[src/rtl/alu_op_issue_stage.sv]
// alu_op_issue_stage: decodes one RV32I instruction into an ALU op code, operand-source
// selects, immediate and control flags, and holds the result in a single-entry
// valid/ready pipeline register feeding execute. Also counts accepted illegal
// instructions (saturating) for debug.
//
// Ports:
//   clk, rst_n            clock, asynchronous active-low reset
//   in_valid / in_ready   upstream handshake (instr, pc_in)
//   flush                 drop the held bundle and block loading this cycle
//   out_valid / out_ready downstream handshake
//   op_select, imm, rs1, rs2, rd, pc_out   registered decoded bundle
//   alu_src_imm, src_a_pc, src_a_zero      ALU operand selects
//   reg_write, mem_read, mem_write, is_branch, is_jump   control flags
//   illegal               held instruction could not be decoded
//   ill_count             saturating count of accepted illegal instructions
module alu_op_issue_stage #(
    parameter int unsigned ILL_CNT_W = 8
) (
    input  logic                 clk,
    input  logic                 rst_n,
    input  logic                 in_valid,
    output logic                 in_ready,
    input  logic [31:0]          instr,
    input  logic [31:0]          pc_in,
    input  logic                 flush,
    output logic                 out_valid,
    input  logic                 out_ready,
    output logic [4:0]           op_select,
    output logic [31:0]          imm,
    output logic [4:0]           rs1,
    output logic [4:0]           rs2,
    output logic [4:0]           rd,
    output logic [31:0]          pc_out,
    output logic                 alu_src_imm,
    output logic                 src_a_pc,
    output logic                 src_a_zero,
    output logic                 reg_write,
    output logic                 mem_read,
    output logic                 mem_write,
    output logic                 is_branch,
    output logic                 is_jump,
    output logic                 illegal,
    output logic [ILL_CNT_W-1:0] ill_count
);

    localparam logic [4:0] OpAdd  = 5'd0;
    localparam logic [4:0] OpSub  = 5'd1;
    localparam logic [4:0] OpXor  = 5'd2;
    localparam logic [4:0] OpOr   = 5'd3;
    localparam logic [4:0] OpAnd  = 5'd4;
    localparam logic [4:0] OpSll  = 5'd5;
    localparam logic [4:0] OpSrl  = 5'd6;
    localparam logic [4:0] OpSra  = 5'd7;
    localparam logic [4:0] OpSlt  = 5'd8;
    localparam logic [4:0] OpSltu = 5'd9;
    localparam logic [4:0] OpBeq  = 5'd10;
    localparam logic [4:0] OpBne  = 5'd11;
    localparam logic [4:0] OpBlt  = 5'd12;
    localparam logic [4:0] OpBge  = 5'd13;
    localparam logic [4:0] OpBltu = 5'd14;
    localparam logic [4:0] OpBgeu = 5'd15;
    localparam logic [4:0] OpJump = 5'd16;

    localparam logic [6:0] OpcOp     = 7'b0110011;
    localparam logic [6:0] OpcOpImm  = 7'b0010011;
    localparam logic [6:0] OpcLoad   = 7'b0000011;
    localparam logic [6:0] OpcStore  = 7'b0100011;
    localparam logic [6:0] OpcBranch = 7'b1100011;
    localparam logic [6:0] OpcJal    = 7'b1101111;
    localparam logic [6:0] OpcJalr   = 7'b1100111;
    localparam logic [6:0] OpcLui    = 7'b0110111;
    localparam logic [6:0] OpcAuipc  = 7'b0010111;

    localparam logic [6:0] F7Zero = 7'b0000000;
    localparam logic [6:0] F7Alt  = 7'b0100000;

    logic [6:0] opcode;
    logic [2:0] funct3;
    logic [6:0] funct7;
    assign opcode = instr[6:0];
    assign funct3 = instr[14:12];
    assign funct7 = instr[31:25];

    logic [31:0] i_imm, s_imm, b_imm, j_imm, u_imm, sh_imm;
    assign i_imm  = {{20{instr[31]}}, instr[31:20]};
    assign s_imm  = {{20{instr[31]}}, instr[31:25], instr[11:7]};
    assign b_imm  = {{19{instr[31]}}, instr[31], instr[7], instr[30:25], instr[11:8], 1'b0};
    assign j_imm  = {{11{instr[31]}}, instr[31], instr[19:12], instr[20], instr[30:21], 1'b0};
    assign u_imm  = {instr[31:12], 12'b0};
    assign sh_imm = {27'b0, instr[24:20]};

    logic [4:0]  dec_op;
    logic [31:0] dec_imm;
    logic        dec_src_imm, dec_a_pc, dec_a_zero, dec_rw, dec_mr, dec_mw, dec_br, dec_jmp;
    logic        dec_illegal;

    always_comb begin
        dec_op      = OpAdd;
        dec_imm     = '0;
        dec_src_imm = 1'b0;
        dec_a_pc    = 1'b0;
        dec_a_zero  = 1'b0;
        dec_rw      = 1'b0;
        dec_mr      = 1'b0;
        dec_mw      = 1'b0;
        dec_br      = 1'b0;
        dec_jmp     = 1'b0;
        dec_illegal = 1'b0;

        case (opcode)
            OpcOp: begin
                dec_rw = 1'b1;
                if (funct7 == F7Zero) begin
                    case (funct3)
                        3'b000:  dec_op = OpAdd;
                        3'b001:  dec_op = OpSll;
                        3'b010:  dec_op = OpSlt;
                        3'b011:  dec_op = OpSltu;
                        3'b100:  dec_op = OpXor;
                        3'b101:  dec_op = OpSrl;
                        3'b110:  dec_op = OpOr;
                        default: dec_op = OpAnd;
                    endcase
                end else if (funct7 == F7Alt && funct3 == 3'b000) begin
                    dec_op = OpSub;
                end else if (funct7 == F7Alt && funct3 == 3'b101) begin
                    dec_op = OpSra;
                end else begin
                    dec_illegal = 1'b1;
                end
            end
            OpcOpImm: begin
                dec_rw      = 1'b1;
                dec_src_imm = 1'b1;
                dec_imm     = i_imm;
                case (funct3)
                    3'b000:  dec_op = OpAdd;
                    3'b010:  dec_op = OpSlt;
                    3'b011:  dec_op = OpSltu;
                    3'b100:  dec_op = OpXor;
                    3'b110:  dec_op = OpOr;
                    3'b111:  dec_op = OpAnd;
                    3'b001: begin
                        dec_op      = OpSll;
                        dec_imm     = sh_imm;
                        dec_illegal = (funct7 != F7Zero);
                    end
                    default: begin
                        // 101: funct7 picks SRLI vs SRAI; anything else in [31:25] is bad
                        dec_imm = sh_imm;
                        if (funct7 == F7Zero) begin
                            dec_op = OpSrl;
                        end else if (funct7 == F7Alt) begin
                            dec_op = OpSra;
                        end else begin
                            dec_illegal = 1'b1;
                        end
                    end
                endcase
            end
            OpcLoad: begin
                dec_src_imm = 1'b1;
                dec_mr      = 1'b1;
                dec_rw      = 1'b1;
                dec_imm     = i_imm;
            end
            OpcStore: begin
                dec_src_imm = 1'b1;
                dec_mw      = 1'b1;
                dec_imm     = s_imm;
            end
            OpcBranch: begin
                dec_br  = 1'b1;
                dec_imm = b_imm;
                case (funct3)
                    3'b000:  dec_op = OpBeq;
                    3'b001:  dec_op = OpBne;
                    3'b100:  dec_op = OpBlt;
                    3'b101:  dec_op = OpBge;
                    3'b110:  dec_op = OpBltu;
                    3'b111:  dec_op = OpBgeu;
                    default: dec_illegal = 1'b1;
                endcase
            end
            OpcJal: begin
                dec_op  = OpJump;
                dec_imm = j_imm;
                dec_jmp = 1'b1;
                dec_rw  = 1'b1;
            end
            OpcJalr: begin
                dec_op      = OpJump;
                dec_imm     = i_imm;
                dec_jmp     = 1'b1;
                dec_rw      = 1'b1;
                dec_illegal = (funct3 != 3'b000);
            end
            OpcLui: begin
                dec_a_zero  = 1'b1;
                dec_src_imm = 1'b1;
                dec_imm     = u_imm;
                dec_rw      = 1'b1;
            end
            OpcAuipc: begin
                dec_a_pc    = 1'b1;
                dec_src_imm = 1'b1;
                dec_imm     = u_imm;
                dec_rw      = 1'b1;
            end
            default: dec_illegal = 1'b1;
        endcase

        // Illegal bundles carry no side effects into execute, only the trap flag.
        if (dec_illegal) begin
            dec_op      = OpAdd;
            dec_imm     = '0;
            dec_src_imm = 1'b0;
            dec_a_pc    = 1'b0;
            dec_a_zero  = 1'b0;
            dec_rw      = 1'b0;
            dec_mr      = 1'b0;
            dec_mw      = 1'b0;
            dec_br      = 1'b0;
            dec_jmp     = 1'b0;
        end
    end

    logic load;
    assign in_ready = !flush && (!out_valid || out_ready);
    assign load     = in_valid && in_ready;

    always_ff @(posedge clk or negedge rst_n) begin
        if (!rst_n) begin
            out_valid   <= 1'b0;
            op_select   <= '0;
            imm         <= '0;
            rs1         <= '0;
            rs2         <= '0;
            rd          <= '0;
            pc_out      <= '0;
            alu_src_imm <= 1'b0;
            src_a_pc    <= 1'b0;
            src_a_zero  <= 1'b0;
            reg_write   <= 1'b0;
            mem_read    <= 1'b0;
            mem_write   <= 1'b0;
            is_branch   <= 1'b0;
            is_jump     <= 1'b0;
            illegal     <= 1'b0;
        end else if (flush) begin
            out_valid <= 1'b0;
        end else if (load) begin
            out_valid   <= 1'b1;
            op_select   <= dec_op;
            imm         <= dec_imm;
            rs1         <= instr[19:15];
            rs2         <= instr[24:20];
            rd          <= instr[11:7];
            pc_out      <= pc_in;
            alu_src_imm <= dec_src_imm;
            src_a_pc    <= dec_a_pc;
            src_a_zero  <= dec_a_zero;
            reg_write   <= dec_rw;
            mem_read    <= dec_mr;
            mem_write   <= dec_mw;
            is_branch   <= dec_br;
            is_jump     <= dec_jmp;
            illegal     <= dec_illegal;
        end else if (out_ready) begin
            out_valid <= 1'b0;
        end
    end

    // load is already gated by flush through in_ready.
    always_ff @(posedge clk or negedge rst_n) begin
        if (!rst_n) begin
            ill_count <= '0;
        end else if (load && dec_illegal && (ill_count != {ILL_CNT_W{1'b1}})) begin
            ill_count <= ill_count + 1'b1;
        end
    end

endmodule

[config.mk]
export PLATFORM = sky130hd
export DESIGN_NAME = alu_op_issue_stage
export DESIGN_NICKNAME = d
export VERILOG_FILES = /design/src/rtl/alu_op_issue_stage.sv
export SDC_FILE = /design/constraint.sdc
export NUM_CORES = 1
export LEC_CHECK = 0
export ABC_AREA = 1
export CORE_MARGIN = 1.5
export CORE_UTILIZATION = 46
export CTS_CLUSTER_SIZE = 30
export DETAILED_ROUTE_END_ITERATION = 10
export PLACE_DENSITY_LB_ADDON = 0.25
export SLEW_MARGIN = 10
export SYNTH_ARGS = -nofsm -noshare
export SYNTH_HDL_FRONTEND = slang
export SYNTH_SLANG_ARGS = --single-unit
[constraint.sdc]
create_clock -name clk -period 1.6 [get_ports clk]
set_input_delay 0.32 -clock clk [delete_from_list [all_inputs] [get_ports clk]]
set_output_delay 0.32 -clock clk [all_outputs]
set_load 0.005 [all_outputs]
# After elaboration in Yosys (flattened, before gate mapping)
# Cells that the tools add are included.
[totals]
reg_bits = 102
latchBits = 0
mem_bits_rw = 0
rom_bits = 0
inputBits = 69
output_inout_bits = 103
wordCells = 100
n_memories = 0
[classes]
addsub = 1
n_mul = 0
n_div = 0
order_cmp = 0
n_eq_ne = 18
n_shift = 0
n_mux = 40
bitwise = 1
reduce_logical = 23
[op_table]
columns = ["cell", "count"]
rows = [
  ["case mux 32 bit (6 select lines)", 1],
  ["two-way mux 32 bit", 2],
  ["case mux 4 bit (7 select lines)", 2],
  ["== test 7 x 6 -> 1 bit, second input constant", 4],
  ["two-way mux 1 bit", 25],
  ["case mux 4 bit (6 select lines)", 1],
  ["== test 7 bit, second input constant", 3],
  ["case mux 5 bit (4 select lines)", 1],
  ["== test 7 x 5 -> 1 bit, second input constant", 2],
  ["== test 3 bit, second input constant", 4],
  ["two-way mux 3 bit", 4],
  ["OR reduction 6 bit", 2],
  ["two-way mux 5 bit", 2],
  ["OR reduction 5 bit", 2],
  ["adder 8 x 1 -> 8 bit, second input constant", 1],
  ["!= test 8 bit, second input constant", 1],
  ["== test 7 x 2 -> 1 bit, second input constant", 1],
  ["logical NOT 7 bit", 1],
  ["nonzero test 7 bit", 1],
  ["OR reduction 7 bit", 1],
  ["== test 3 x 2 -> 1 bit, second input constant", 2],
  ["logical AND 1 bit", 6],
  ["nonzero test 3 bit", 2],
  ["OR reduction 2 bit", 3],
  ["8 further kinds", 9],
]

# Longest topological paths before layout
[depth]
depth_word = 8
mapped_depth = 12
mapped_depth_nobuf = 11

# Worst setup path after synthesis
# No wires, ideal clock.
[synth_timing]
path_type = "register to register"
start = "register ill_count[0]"
end = "register ill_count[6]"
setup_time_ns = 0.117
t_arrival_ns = 1.342
path_slack_ns = 0.140
path_stages_with_launch = 8
path_buffers = 0
period_less_slack_ns = 1.460
path_cell_list = "dfrtp_1 > ha_1 > nand2_1 > nor2_1 > a31oi_2 > nand2_2 > nand2_1 > nand2_1"
[synth_between]
elab_chain_cells = 2
word_cells_on_any_way = 3
classes_between = "add/sub: 1; eq/ne: 1; reduce/logical: 1"
[synth_rtl]
columns = ["item", "line", "rtl"]
rows = [
  ["start: declaration", "43", "output logic [ILL_CNT_W-1:0] ill_count"],
  ["start signal: assignment", "279", "ill_count <= ill_count + 1'b1;"],
  ["branches (longest 2 deep; another with adder 8 x 1 -> 8 bit)", "n/a", ""],
]
# Several ways; the timed one is not identified.
# A chain may end at the register's enable or synchronous reset.

# Worst setup path after layout
[layout_timing]
start = "input instr[30]"
end = "register op_select[3]"
[layout_between]
elab_chain_cells = 7
word_cells_on_any_way = 15
classes_between = "eq/ne: 1; mux: 10; reduce/logical: 4"
[layout_rtl]
columns = ["item", "line", "rtl"]
rows = [
  ["start: declaration", "23", "input logic [31:0] instr,"],
  ["== test 7 x 6 -> 1 bit", "124, 126, 153", ""],
  ["logical AND 1 bit", "126", "end else if (funct7 == F7Alt && funct3 == 3'b101) begin"],
  ["two-way mux 1 bit", "126", ""],
  ["two-way mux 1 bit", "124", "end else if (funct7 == F7Alt && funct3 == 3'b000) begin"],
  ["two-way mux 1 bit", "113", "if (funct7 == F7Zero) begin"],
  ["case mux 1 bit (5 select lines)", "110", "case (opcode)"],
  ["two-way mux 5 bit (*)", "214", "if (dec_illegal) begin"],
  ["end signal: assignment", "254", "op_select <= dec_op;"],
  ["end: declaration", "28", "output logic [4:0] op_select,"],
]
# Every way passes the cells marked *; elsewhere a longest branch is shown, timed or not.

==> results.py <==
metrics = {
    "route": {
        "drt-total-wl_mm": 17.4,
        "via_count": 5669,
        "post_drt_wl_per_cell_um": 16.2,
        "first_pass_iters": 9,
        "vias_per_cell": 5.27,
        "drc": 0,
        "drt_iter0_drc": 487,
        "drtAntennaViolNets": 0,
    },
    "logic_synthesis": {
        "syn_area_per_cell_um2": 7.62,
        "synth-seq-cells": 102,
        "yosysTopAreaCellShare": 0.511,
        "syn_nets": 730,
        "synth.distinct_cells": 27,
        "syn_area_um2": 5000,
        "syn_inst": 656,
        "synth_top_area_cell": "dfrtp_1",
        "ys.warnings.count": 0,
        "yosys-top-cells-area": "dfrtp_1 (51%), nand2_1 (24%), nand3_1 (9.3%)",
        "synth_seq_area_share": 0.511,
    },
    "sta": {
        "setup_viol_count_final": 12,
        "period_share": 1.02,
        "hold_viol": 0,
        "min_period_ns": 1.64,
        "relSlewSlack": 0.781,
        "tightest_slew_ns": 0.329,
        "achievable-frequency_ghz": 0.612,
        "fin_skew_ns": 0.00845,
        "fin_ws_ns": -0.0351,
        "slew_viol_final": 0,
    },
    "power": {
        "peakVddDrop_uv": 520,
        "power_leakage_nw": 5.04,
        "power.density_nw_per_um2": 763,
    },
    "setup_path": {
        "setup.worst_path.start_class": "input pin",
        "cpPeakStageDelay_ns": 0.30,
        "path_class": "in2reg",
        "cp_slowest_cell": "dlygate4sd2_1",
        "path_buf_inv": 5,
        "crit_path_end_kind": "register",
        "critPathArrivalTime_ns": 1.95,
        "cp_max_fo": 4,
        "crit_family": "buffers and inverters",
        "crit_required_ns": 1.92,
        "cp_cell_sequence": "dlygate4sd2_1 > inv_2 > nand3_1 > nor2_4 > inv_2 > nand3_4 > nand3_4 > nor2_4 > buf_6 > bufbuf_16 > nand3_1 > nand2_1",
    },
    "final_layout": {
        "area_growth_pct": 66.1,
        "final_cells": 1075,
        "drive_above_1_share": 0.239,
        "multi_input_area_um2": 2420,
        "final_core_util": 0.797,
        "n_antenna_cell": 0,
        "ff_latch_area_um2": 2550,
        "final_net_count": 1008,
        "fill_cells": 662,
    },
    "floorplan": {
        "fp.coreArea_um2": 10400,
        "die_h_um": 107,
        "row_count": 37,
        "io_pins": 172,
        "start_util": 0.480,
        "fp.dieArea_um2": 11500,
        "die_w_um": 107,
    },
    "placed_design": {
        "place_congestion": 0.924,
        "hpwl_mm": 10.9,
        "port_buffers": 171,
        "placed_cells": 996,
    },
    "global_route": {
        "grt_max_degree": 53,
        "grt_overflow": 0,
        "gr-usage-met1": 0.344,
        "top_usage_layer": "met2",
        "grt_pass1_vias": 5384,
        "grt_pass1_wl_mm": 25.6,
        "groute.layer.met3.usage": 0.0644,
        "antenna_found_initial": 0,
        "met2_usage": 0.471,
        "track_usage": 0.284,
    },
    "outcome": {
        "violations": "setup timing",
        "status": "complete, but fails checks",
    },
    "min_path": {
        "holdCritPathClass": "in2reg",
    },
    "clock_network": {
        "htree_levels": 3,
        "clock_latency_ns": 0.38,
        "cts_sinks": 102,
        "numCtsBuffers": 9,
        "clockRootBuffer": "clkbuf_8",
        "cts_tree": "yes",
        "cts_buffer_depth": 2,
        "clk_pin_slew_ns": 0.10,
    },
    "flow_run": {
        "maxCapViolations": 0,
    },
}
-- power breakdown --
group / total [mW] / internal [mW] / switching (mW)
sequential: 2.94 / 2.80 / 0.140
combinational: 1.61 / 0.879 / 0.735
clock: 1.78 / 0.838 / 0.943
-- cell usage after synthesis --
cell and count:
o21ai_2 1, a21boi_0 4, buf_4 4, o22ai_1 1, nand2_1 321, nor2_4 3
xor2_1 5, nor2_2 4, nand2_2 5, o21ai_1 4, o211ai_1 3, xnor2_1 1
dfrtp_1 102, buf_2 9, o21ai_0 10, buf_1 3, inv_1 28, nor2_1 20
inv_2 7, nand4_2 1, nand3_1 93, nand3_2 4, clkbuf_1 12, a21oi_1 2
a31oi_2 1, ha_1 5, nand4_1 3
-- cell usage in the layout, fill, tap and decap left out, types with 5 or more instances in the layout --
cell type | netlist | layout
clkbuf_8 | 0 | 11
dlymetal6s2s_1 | 0 | 41
buf_12 | 0 | 6
nor2_1 | 20 | 10
buf_6 | 0 | 5
nand2_2 | 5 | 11
inv_1 | 28 | 19
inv_2 | 7 | 14
nand2_4 | 0 | 5
nand3_1 | 93 | 87
nor2_2 | 4 | 7
dlygate4sd2_1 | 0 | 26
clkdlybuf4s50_1 | 0 | 87
o21ai_0 | 10 | 9
clkbuf_2 | 0 | 14
buf_4 | 4 | 110
nor2_4 | 3 | 10
nand2_1 | 321 | 310
nand3_4 | 0 | 6
xor2_1 | 5 | 5
dfrtp_1 | 102 | 100
-- flip-flops by register name (all words and copies together) (netlist names), 5 cells and up --
signal / cells
op_select: 5
ill_count: 8
imm: 32
rs1: 5
pc_out: 32
rs2: 5
rd: 5
-- worst reg2reg max path, cell delays in order (launching register included) --
cell     delay, ns
dfrtp_1       0.40
buf_4         0.14
buf_4         0.14
nand3_1       0.16
nor2_4        0.07
a31oi_4       0.26
buf_6         0.15
nand3_1       0.09
nand2_1       0.10
-- final timing paths --
kind                                            end  depth (start not counted)                     start  slack, ns
max                        op_select[3]$_DFFE_PN0P_                         12                 instr[30]      -0.04
min in group asynchronous     out_valid$_DFFE_PN0P_                          2                     rst_n       0.38
min reg2reg                  pc_out[21]$_DFFE_PN0P_                          2    pc_out[21]$_DFFE_PN0P_       0.49
min                            src_a_pc$_DFFE_PN0P_                          4                  instr[5]       0.33
max in group asynchronous       imm[19]$_DFFE_PN0P_                          3                     rst_n       0.65
max reg2reg                ill_count[5]$_DFFE_PN0P_                          8  ill_count[5]$_DFFE_PN0P_       0.04
-- cells by family after synthesis --
group	share of synthesized area
XOR/XNOR	0.0105
AND/OR/NAND/NOR	0.382
flip-flops	0.511
adder cells (fa/ha/maj)	0.0125
buffers and inverters	0.0526
AO/OA/AOI/OAI	0.0320
-- cell type report --
cell class                 instances  share of cell area
clock buffer                      12              0.0187
sequential                       102               0.308
multi-input combinational        491               0.291
tap                              136              0.0205
inverter                          35              0.0164
clock inverter                     4             0.00738
timing repair buffer             295               0.338
-- metal layers --
layer	vias to the layer above	wire length, µm
met2	320	8710
met3	74	1480
li1	2620	-
met5	-	0
met1	2655	6540
met4	0	675
-- stage by stage --
stage	total power [mW]	worst slack [ns]	hold WS (ns)	TNS (ns)	area, µm²
2_1_floorplan	3.45	0.140	0.0244	0	5000
3_3_place_gp	4.35	-0.469	0.235	-27.86	7290
3_5_place_dp	4.40	-0.593	0.238	-36.04	7290
4_1_cts	6.23	0.000224	0.376	0	7800
5_1_grt	6.64	-0.0718	0.344	-0.712	8300
6_report	6.34	-0.0351	0.329	-0.159	8300
-- what timing repair did --
item	in CTS	in global routing
endpoints found under the setup margin	79	103
endpoints found under the hold margin	18	0
cloned	3	0
hold buffers	1	0
setup buffers	22	37
gates resized for setup	80	109
pin swaps	17	23
Note: power is estimated with default switching activity, not from simulation.
